--- src/rtl/pipe_stage_chain_pkg.sv ---
// pipe_stage_chain_pkg: shared defaults and helpers for the pipeline register chain
package pipe_stage_chain_pkg;
  localparam int DEF_WIDTH = 32;
  localparam int DEF_DEPTH = 3;
  // Population count of up to 32 stage-valid bits.
  function automatic logic [5:0] count_ones(input logic [31:0] x);
    logic [5:0] n;
    n = '0;
    for (int i = 0; i < 32; i++) n = n + 6'(x[i]);
    return n;
  endfunction
endpackage

--- src/rtl/pipe_stage_chain_if.sv ---
// pipe_stage_chain_if: upstream/downstream handshake, flush and status bundle of the chain
interface pipe_stage_chain_if
  import pipe_stage_chain_pkg::*;
#(
  parameter int WIDTH = DEF_WIDTH,
  parameter int DEPTH = DEF_DEPTH
);
  localparam int CW = $clog2(DEPTH + 1);
  logic             in_valid;
  logic             in_ready;
  logic [WIDTH-1:0] in_data;
  logic             out_valid;
  logic             out_ready;
  logic [WIDTH-1:0] out_data;
  logic [DEPTH-1:0] flush;
  logic [DEPTH-1:0] stage_valid;
  logic [CW-1:0]    occupancy;
  modport master (
    output in_valid, in_data, out_ready, flush,
    input  in_ready, out_valid, out_data, stage_valid, occupancy
  );
  modport slave (
    input  in_valid, in_data, out_ready, flush,
    output in_ready, out_valid, out_data, stage_valid, occupancy
  );
endinterface

--- src/rtl/pipe_stage_chain_slot.sv ---
// pipe_slot: one valid/data register pair with flush-aware load and local ready
module pipe_slot
  import pipe_stage_chain_pkg::*;
#(
  parameter int WIDTH = DEF_WIDTH
) (
  input  logic             clk,
  input  logic             reset,
  input  logic             flush_i,
  input  logic             rdy_dn_i,
  input  logic             valid_i,
  input  logic [WIDTH-1:0] data_i,
  output logic             rdy_o,
  output logic             ev_o,
  output logic             v_o,
  output logic             v_d_o,
  output logic [WIDTH-1:0] d_o
);
  logic             v_q, v_d;
  logic [WIDTH-1:0] d_q, d_d;
  // A killed or empty slot is always ready, so it reloads (possibly with a bubble) and thereby empties.
  always_comb begin
    ev_o  = v_q & ~flush_i;
    rdy_o = ~ev_o | rdy_dn_i;
    v_d   = rdy_o ? valid_i : v_q;
    d_d   = rdy_o ? data_i : d_q;
  end
  // Slot state register.
  always_ff @(posedge clk or posedge reset) begin
    if (reset) begin
      v_q <= 1'b0;
      d_q <= '0;
    end else begin
      v_q <= v_d;
      d_q <= d_d;
    end
  end
  assign v_o   = v_q;
  assign v_d_o = v_d;
  assign d_o   = d_q;
endmodule

--- src/rtl/pipe_stage_chain.sv ---
// pipe_stage_chain: DEPTH-stage valid/ready register chain with bubble collapse and per-stage flush
module pipe_stage_chain
  import pipe_stage_chain_pkg::*;
#(
  parameter int WIDTH = DEF_WIDTH,
  parameter int DEPTH = DEF_DEPTH
) (
  input logic              clk,
  input logic              reset,
  pipe_stage_chain_if.slave bus
);
  localparam int CW = $clog2(DEPTH + 1);
  logic [DEPTH:0]   rdy;
  logic [DEPTH-1:0] ev, v, v_d, up_v;
  logic [WIDTH-1:0] d    [DEPTH];
  logic [WIDTH-1:0] up_d [DEPTH];
  logic [CW-1:0]    occ_q, occ_d;
  assign rdy[DEPTH] = bus.out_ready;
  for (genvar g = 0; g < DEPTH; g++) begin : g_slot
    if (g == 0) begin : g_head
      assign up_v[g] = bus.in_valid;
      assign up_d[g] = bus.in_data;
    end else begin : g_body
      assign up_v[g] = ev[g-1];
      assign up_d[g] = d[g-1];
    end
    pipe_slot #(.WIDTH(WIDTH)) u_slot (
      .clk      (clk),
      .reset    (reset),
      .flush_i  (bus.flush[g]),
      .rdy_dn_i (rdy[g+1]),
      .valid_i  (up_v[g]),
      .data_i   (up_d[g]),
      .rdy_o    (rdy[g]),
      .ev_o     (ev[g]),
      .v_o      (v[g]),
      .v_d_o    (v_d[g]),
      .d_o      (d[g])
    );
  end
  // Occupancy tracks the number of valid stages after the coming edge.
  always_comb occ_d = CW'(count_ones(32'(v_d)));
  // Registered occupancy count.
  always_ff @(posedge clk or posedge reset) begin
    if (reset) occ_q <= '0;
    else       occ_q <= occ_d;
  end
  assign bus.in_ready    = rdy[0];
  assign bus.out_valid   = ev[DEPTH-1];
  assign bus.out_data    = d[DEPTH-1];
  assign bus.stage_valid = v;
  assign bus.occupancy   = occ_q;
endmodule

--- src/flat_wrapper.sv ---
// flat-port wrapper written by rule: the top's interface ports become plain ports
module pipe_stage_chain_flat import pipe_stage_chain_pkg::*;
#(
  parameter int WIDTH = DEF_WIDTH,
  parameter int DEPTH = DEF_DEPTH
)
  (clk, reset, bus_in_valid, bus_in_data, bus_out_ready, bus_flush, bus_in_ready, bus_out_valid, bus_out_data, bus_stage_valid, bus_occupancy);
  pipe_stage_chain_if #(.WIDTH(WIDTH), .DEPTH(DEPTH)) bus_i ();
  input logic clk;
  input logic reset;
  input wire logic [$bits(bus_i.in_valid)-1:0] bus_in_valid;
  input wire logic [$bits(bus_i.in_data)-1:0] bus_in_data;
  input wire logic [$bits(bus_i.out_ready)-1:0] bus_out_ready;
  input wire logic [$bits(bus_i.flush)-1:0] bus_flush;
  output wire logic [$bits(bus_i.in_ready)-1:0] bus_in_ready;
  output wire logic [$bits(bus_i.out_valid)-1:0] bus_out_valid;
  output wire logic [$bits(bus_i.out_data)-1:0] bus_out_data;
  output wire logic [$bits(bus_i.stage_valid)-1:0] bus_stage_valid;
  output wire logic [$bits(bus_i.occupancy)-1:0] bus_occupancy;
  assign bus_i.in_valid = bus_in_valid;
  assign bus_i.in_data = bus_in_data;
  assign bus_i.out_ready = bus_out_ready;
  assign bus_i.flush = bus_flush;
  assign bus_in_ready = bus_i.in_ready;
  assign bus_out_valid = bus_i.out_valid;
  assign bus_out_data = bus_i.out_data;
  assign bus_stage_valid = bus_i.stage_valid;
  assign bus_occupancy = bus_i.occupancy;
  pipe_stage_chain #(.WIDTH(WIDTH), .DEPTH(DEPTH)) u_core (.clk(clk), .reset(reset), .bus(bus_i));
endmodule
--- config.mk ---
export PLATFORM = sky130hd
export DESIGN_NAME = pipe_stage_chain_flat
export DESIGN_NICKNAME = d
export VERILOG_FILES = /design/src/rtl/pipe_stage_chain_pkg.sv /design/src/rtl/pipe_stage_chain_if.sv /design/src/rtl/pipe_stage_chain_slot.sv /design/src/rtl/pipe_stage_chain.sv /design/src/flat_wrapper.sv
export SDC_FILE = /design/constraint.sdc
export NUM_CORES = 1
export LEC_CHECK = 0
export ABC_AREA = 1
export CAP_MARGIN = 20
export CORE_ASPECT_RATIO = 1.2
export CORE_UTILIZATION = 52
export DETAILED_ROUTE_END_ITERATION = 8
export PLACE_DENSITY = 0.79
export SYNTH_ARGS = -nofsm -noshare
export SYNTH_HDL_FRONTEND = slang
export SYNTH_HIERARCHICAL = 1
export SYNTH_SLANG_ARGS = --single-unit
export TNS_END_PERCENT = 1
--- constraint.sdc ---
create_clock -name clk -period 2.3 [get_ports clk]
set_clock_uncertainty 0.1 [all_clocks]
set_input_delay 0.345 -clock clk [delete_from_list [all_inputs] [get_ports clk]]
set_output_delay 0.345 -clock clk [all_outputs]
set_load 0.05 [all_outputs]
==> results of run 1 <==
==> final timing paths <==
kind | from | endpoint | slack, ns | cells past startpoint
max | u_core/g_slot[2].u_slot/d_o[26] | bus_out_data[26] | 0.30 | 1
max in group asynchronous | reset | u_core/g_slot[2].u_slot/d_o[8] | 1.39 | 3
max reg2reg | u_core/g_slot[1].u_slot/v_o | u_core/bus.occupancy[0] | 0.65 | 5
min | reset | u_core/g_slot[2].u_slot/v_o | 0.15 | 2
min reg2reg | u_core/g_slot[0].u_slot/d_o[10] | u_core/g_slot[1].u_slot/d_o[10] | 0.38 | 2
min in group clk | u_core/g_slot[0].u_slot/d_o[10] | u_core/g_slot[1].u_slot/d_o[10] | 0.38 | 2
==> cell type report <==
cell class                      count  area, µm²
Multi-Input combinational cell    298       1420
Timing Repair Buffer               93        903
Sequential cell                   101       2530
Clock buffer                       13        169
Clock inverter                      3       18.8
Fill cell                         645       2580
Tap cell                           92        115
Inverter                           16       65.1
==> synthesized netlist by cell type <==
master	instances	area, µm²
nand2_1	195	732
dfrtp_1	101	2530
nand4_1	96	601
buf_2	27	135
inv_1	10	37.5
buf_6	9	101
inv_2	6	22.5
buf_4	3	22.5
nand3_4	3	52.6
nor2_1	3	11.3
fa_1	1	20.0
==> per-layer routing <==
| metal | vias to the layer above | global-route usage [%] |
|---|---|---|
| li1 | 1650 | - |
| met1 | 1640 | 35.1 |
| met2 | 145 | 34.1 |
| met3 | 11 | 2.28 |
| met4 | 0 | 8.21 |
| met5 | - | 0 |
==> where the power goes <==
group          internal, mW  leakage [nW]  total (mW)  switching (mW)
Sequential             1.88          1.18        1.96          0.0707
Combinational         0.202          1.29       0.580           0.378
Clock                 0.481        0.0994        1.04           0.563
==> logic make-up (layout without fill, tap and decap cells) <==
group | after synthesis | count (layout)
buf+inv | 55 | 125
fa+ha+maj | 1 | 1
flops | 101 | 101
simple gates | 297 | 297
==> state kept, by name, indices dropped and copies added, names as in the netlist <==
register,cells
u_core/g_slot.u_slot/d_o,96
u_core/bus.occupancy,2
u_core/g_slot.u_slot/v_o,3
==> placed cells by master (no fill, tap or decap), drive strengths merged <==
master,Yosys,routed
buf,39,21
clkbuf,0,13
clkdlybuf4s50,0,72
clkinv,0,3
dfrtp,101,101
fa,1,1
inv,16,16
nand2,195,195
nand3,3,3
nand4,96,96
nor2,3,3
==> per-stage QoR <==
step | cells | setup slack (ns) | cell area [µm²] | util (%) | power [mW]
after floorplan | 454 | 0.00654 | 4280 | - | 2.34
after global placement | 600 | 0.340 | 5030 | 64.5 | 2.55
after detailed placement | 600 | 0.279 | 5030 | 64.5 | 2.57
after CTS | 616 | 0.293 | 5220 | 67.0 | 3.60
after global routing | 616 | 0.272 | 5220 | 67.0 | 3.72
final | 616 | 0.304 | 5220 | 67.0 | 3.58
==> metrics.txt, run 1 <==
Detailed Route Iter0 Violations between 300 and 400; Post-Route Setup TNS 0 ns; synth warn 6; P per Cell Area roughly 690 nW/µm²; cells after synthesis 454; DR WL met3 558 µm; CP max stage cell clkdlybuf4s50_1; CTS H-tree depth 3; met2 wire len 4150 µm; Worst-Skew Late Latency around 0.36 ns; drt wl/cell between 10 and 15 µm; vias in the first global route between 3k and 4k; XOR/XNOR share of the synthesized area 0%; WHS 0.153 ns; Achievable Freq 501 MHz; Worst-path clk slew 0.09 ns; CP Class reg2out; Crit Path Max Fanout 2; Rows 35; first-pass GRT wire length ~15,000 µm; CP Buf/Inv Count 1; router iterations before antenna repair 9; Area Overhead vs Synth 22.4%; metal1 wirelength ~4300 µm; fin crit period 2.00 ns; largest family of logic cells by synthesized area simple AND/OR/NAND/NOR gates; total core area between 7000 and 8000 µm²; Detail Route Antenna Nets 0; Max Buffers Root-to-Sink 2; delay-heaviest family, CP buffers and inverters; cts repair resizes 0; initial core utilization approximately 55%; Least-Margin Pin Slew 0.509 ns; post-synthesis mux area share 0%; Fin. Hold Viols 0; pin count of the biggest net entering global routing 35; cts hold-fix bufs 0; final worst-path cycle share 86.8%; average vias per placed instance 5.59; peak per-stage delay on the critical path 0.81 ns; Final Setup Violations 0; worst endpoint required time 1.86 ns; post-DP HPWL between 6000 and 7000 µm; Die Y 101 µm; Simple-Gate Fraction of Synth Area 32.8%; failing checks design-rule violations; Post-CTS Setup Bufs 0; min-delay worst type in2async; total number of vias 3,446; fraction of layout cells with a size suffix above 1 8.97%; RSZ-0062 raised after global routing no; Cell Chain, Critical Path clkdlybuf4s50_1; GPL Wtd Cong between 0.7 and 0.8; CTS tree built; clock sink count ~100; Post-route DRC 7; crit end category primary output; number of antenna violations at the first check in global routing 0; Slew Limit Headroom 65.9%; Cell Area, Synth 4260 µm²; Yosys cell types 11; adder-cell share of the synthesized area 0.470%; Post-Syn Nets slightly below 500; maximum vdd drop ~0.33 mV; Num CTS Buffers 9; status finished with violations; post-synthesis sequential area ratio 59.3%; grt ovf 0; Top Layer Used met4; Die Footprint 8560 µm²; Compound-Gate Fraction of Synth Area 0%; # port buffers 77; Slew Viols, Final 0; # IOs 78; GRT Total Usage 22.8%; Synth Register Bits 101; Startpoint Class flop; Lkg Pwr between 2 and 3 nW; MaxCap Viol Count 0; Avg Cell Area, Syn 9.39 µm²; nets 559; Clock Tree Root clkbuf_8; ant diodes 0; die width 84.7 µm; Worst Path Arrival 1.55 ns; final wirelength 9170 µm
(Power assumes the default switching activity.)
==> inputs of run 2 (changes only) <==
- CAP_MARGIN: 20 -> unset
==> results of run 2 <==
The final DEF is identical to that of run 1; final timing and power are the same.
==> inputs of run 3 (changes only) <==
- CAP_MARGIN: unset -> 30
- CORE_ASPECT_RATIO: 1.2 -> 1.5
- CTS_CLUSTER_DIAMETER: unset -> 200
==> metrics.txt, run 3 (same netlist as run 1, synthesis figures left out) <==
Worst-path clk slew 0.07 ns (-0.02 ns); vias in the first global route 3,308 (+3.9%); Fin. Hold Viols 0 (unchanged); Rows 40 (+14%); commonest non-fill, non-tap cell in the layout nand2_1; Cell Chain, Critical Path clkdlybuf4s50_1, inv_2, nand3_4, inv_4, nand3_4, inv_4, nand3_4, buf_4; router iterations before antenna repair 5 (-4); nets 560 (+0.18%); Max Buffers Root-to-Sink 2 (unchanged); CTS tree built; RSZ-0062 raised after global routing no; Least-Margin Pin Slew 0.506 ns (-0.00350 ns); Startpoint Class input port; final wirelength 9120 µm (-0.60%); # port buffers 77 (unchanged); Die Y 113 µm (+12%); clock sink count 101 (unchanged); crit end category primary output; Worst-Skew Late Latency 0.34 ns (-0.02 ns); Slew Limit Headroom 66.2% (+0.23 points); delay-heaviest family, CP buffers and inverters; GPL Wtd Cong 0.780 (+3.8%); Core Util, Final 67.5% (+0.55 points); Area Overhead vs Synth 26.0%; Post-Route Setup TNS 0 ns (unchanged); Critical Path Most Common Cell nand3_4; P per Cell Area 765 nW/µm² (+11%); Final Cell Area 5370 µm² (+2.9%); total core area 7960 µm² (+2.1%); Detailed Route Iter0 Violations 281 (-9.4%); Worst Path Arrival 1.66 ns (+0.11 ns); fraction of layout cells with a size suffix above 1 9.14% (+0.17 points); Post-route DRC 0 (-7); CTS H-tree depth 3 (unchanged); Crit Path Max Fanout 17 (+15); status completed; GR met1 Demand/Resource 30.8% (-4.4 points); CP max stage cell clkdlybuf4s50_1; die width 75.9 µm (-10%); GRT Total Usage 22.9% (+0.11 points); GRT met3 Usage 4.60% (+2.3 points); min-delay worst type in2async; setup slack after layout 0.191 ns (-0.113 ns); Detail Route Antenna Nets 0 (unchanged); cts repair resizes 0 (unchanged); CP Buf/Inv Count 5 (+4); CP Class in2out; Lkg Pwr 2.62 nW (+2.0%); drt wl/cell 14.5 µm (-2.8%); cts hold-fix bufs 0 (unchanged); busiest grt layer met2; Worst Setup SP bus_flush[2]; post-DP HPWL 6110 µm (+0.74%); final worst-path cycle share 91.7% (+4.9 points); Slew Viols, Final 0 (unchanged); number of antenna violations at the first check in global routing 0 (unchanged); grt ovf 0 (unchanged); pin count of the biggest net entering global routing 35 (unchanged); Final Setup Violations 0 (unchanged); WHS 0.197 ns (+0.0448 ns); fin crit period 2.11 ns (+0.113 ns); Clock Tree Root clkbuf_16; cell area after placement 5050 µm² (+0.47%); MaxCap Viol Count 0 (unchanged); max reg flops 96 (unchanged); ant diodes 0 (unchanged); worst endpoint required time 1.86 ns (about the same); Num CTS Buffers 9 (unchanged); initial core utilization 53.6% (-1.1 points); first-pass GRT wire length 15,800 µm (+1.8%); Post-CTS Setup Bufs 0 (unchanged); total number of vias 3,459 (+0.38%); Achievable Freq 474 MHz (-5.3%); maximum vdd drop 0.533 mV (+60%); reg-to-reg critical path startpoint u_core/g_slot[1].u_slot/v_o; average vias per placed instance 5.49 (-1.9%); # IOs 78 (unchanged); M2 GR Usage 37.4% (+3.2 points); post-placement worst setup slack 0.123 ns (-0.156 ns); most frequent cells in the layout nand2_1, dfrtp_1, nand4_1, clkdlybuf4s50_1, buf_4; peak per-stage delay on the critical path 0.44 ns (-0.37 ns); Die Footprint 8570 µm² (about the same)
run 3: changes by cell type in the layout (fill, tap and decap cells not counted):
cell,change
clkinvlp_4,+3
clkbuf_8,-12
clkbuf_16,+9
bufinv_16,+2
clkinv_2,-1
clkinv_4,-1
buf_4,+1
run 3: area by class of cell:
cell class / instances / area (µm²)
well taps: 105 / 131
repair buffers: 94 / 911
clock inverters: 6 / 87.6
multi-input cells: 298 / 1420
inverters: 16 / 65.1
flip-flops and latches: 101 / 2530
fillers: 607 / 2590
clock buffers: 10 / 229
run 3: path summary, 6_finish.rpt:
kind                                                    to  slack, ns  depth (start not counted)
hold / removal                 u_core/g_slot[2].u_slot/v_o       0.20                          2
min in group clk           u_core/g_slot[1].u_slot/d_o[11]       0.38                          2
hold reg to reg            u_core/g_slot[1].u_slot/d_o[11]       0.38                          2
max in group asynchronous   u_core/g_slot[2].u_slot/d_o[2]       1.33                          3
setup / recovery                              bus_in_ready       0.19                          8
setup reg to reg                   u_core/bus.occupancy[0]       0.55                          6
run 3: report_power, final:
| group | switching (mW) | internal [mW] | total, mW |
|---|---|---|---|
| Clock | 0.622 | 0.950 | 1.57 |
| Sequential | 0.0689 | 1.89 | 1.96 |
| Combinational | 0.376 | 0.203 | 0.579 |
run 3: metrics by stage:
stage	power, mW	instances
floorplan	2.34	454
global placement	2.55	614
detailed placement	2.57	614
CTS	4.14	630
global route	4.26	630
finish	4.11	630
run 3: routing by layer:
| layer | wire length [µm] | up-vias |
|---|---|---|
| met4 | 138 | 0 |
| met5 | 0 | - |
| met3 | 320 | 11 |
| met2 | 4510 | 106 |
| li1 | - | 1659 |
| met1 | 4150 | 1683 |
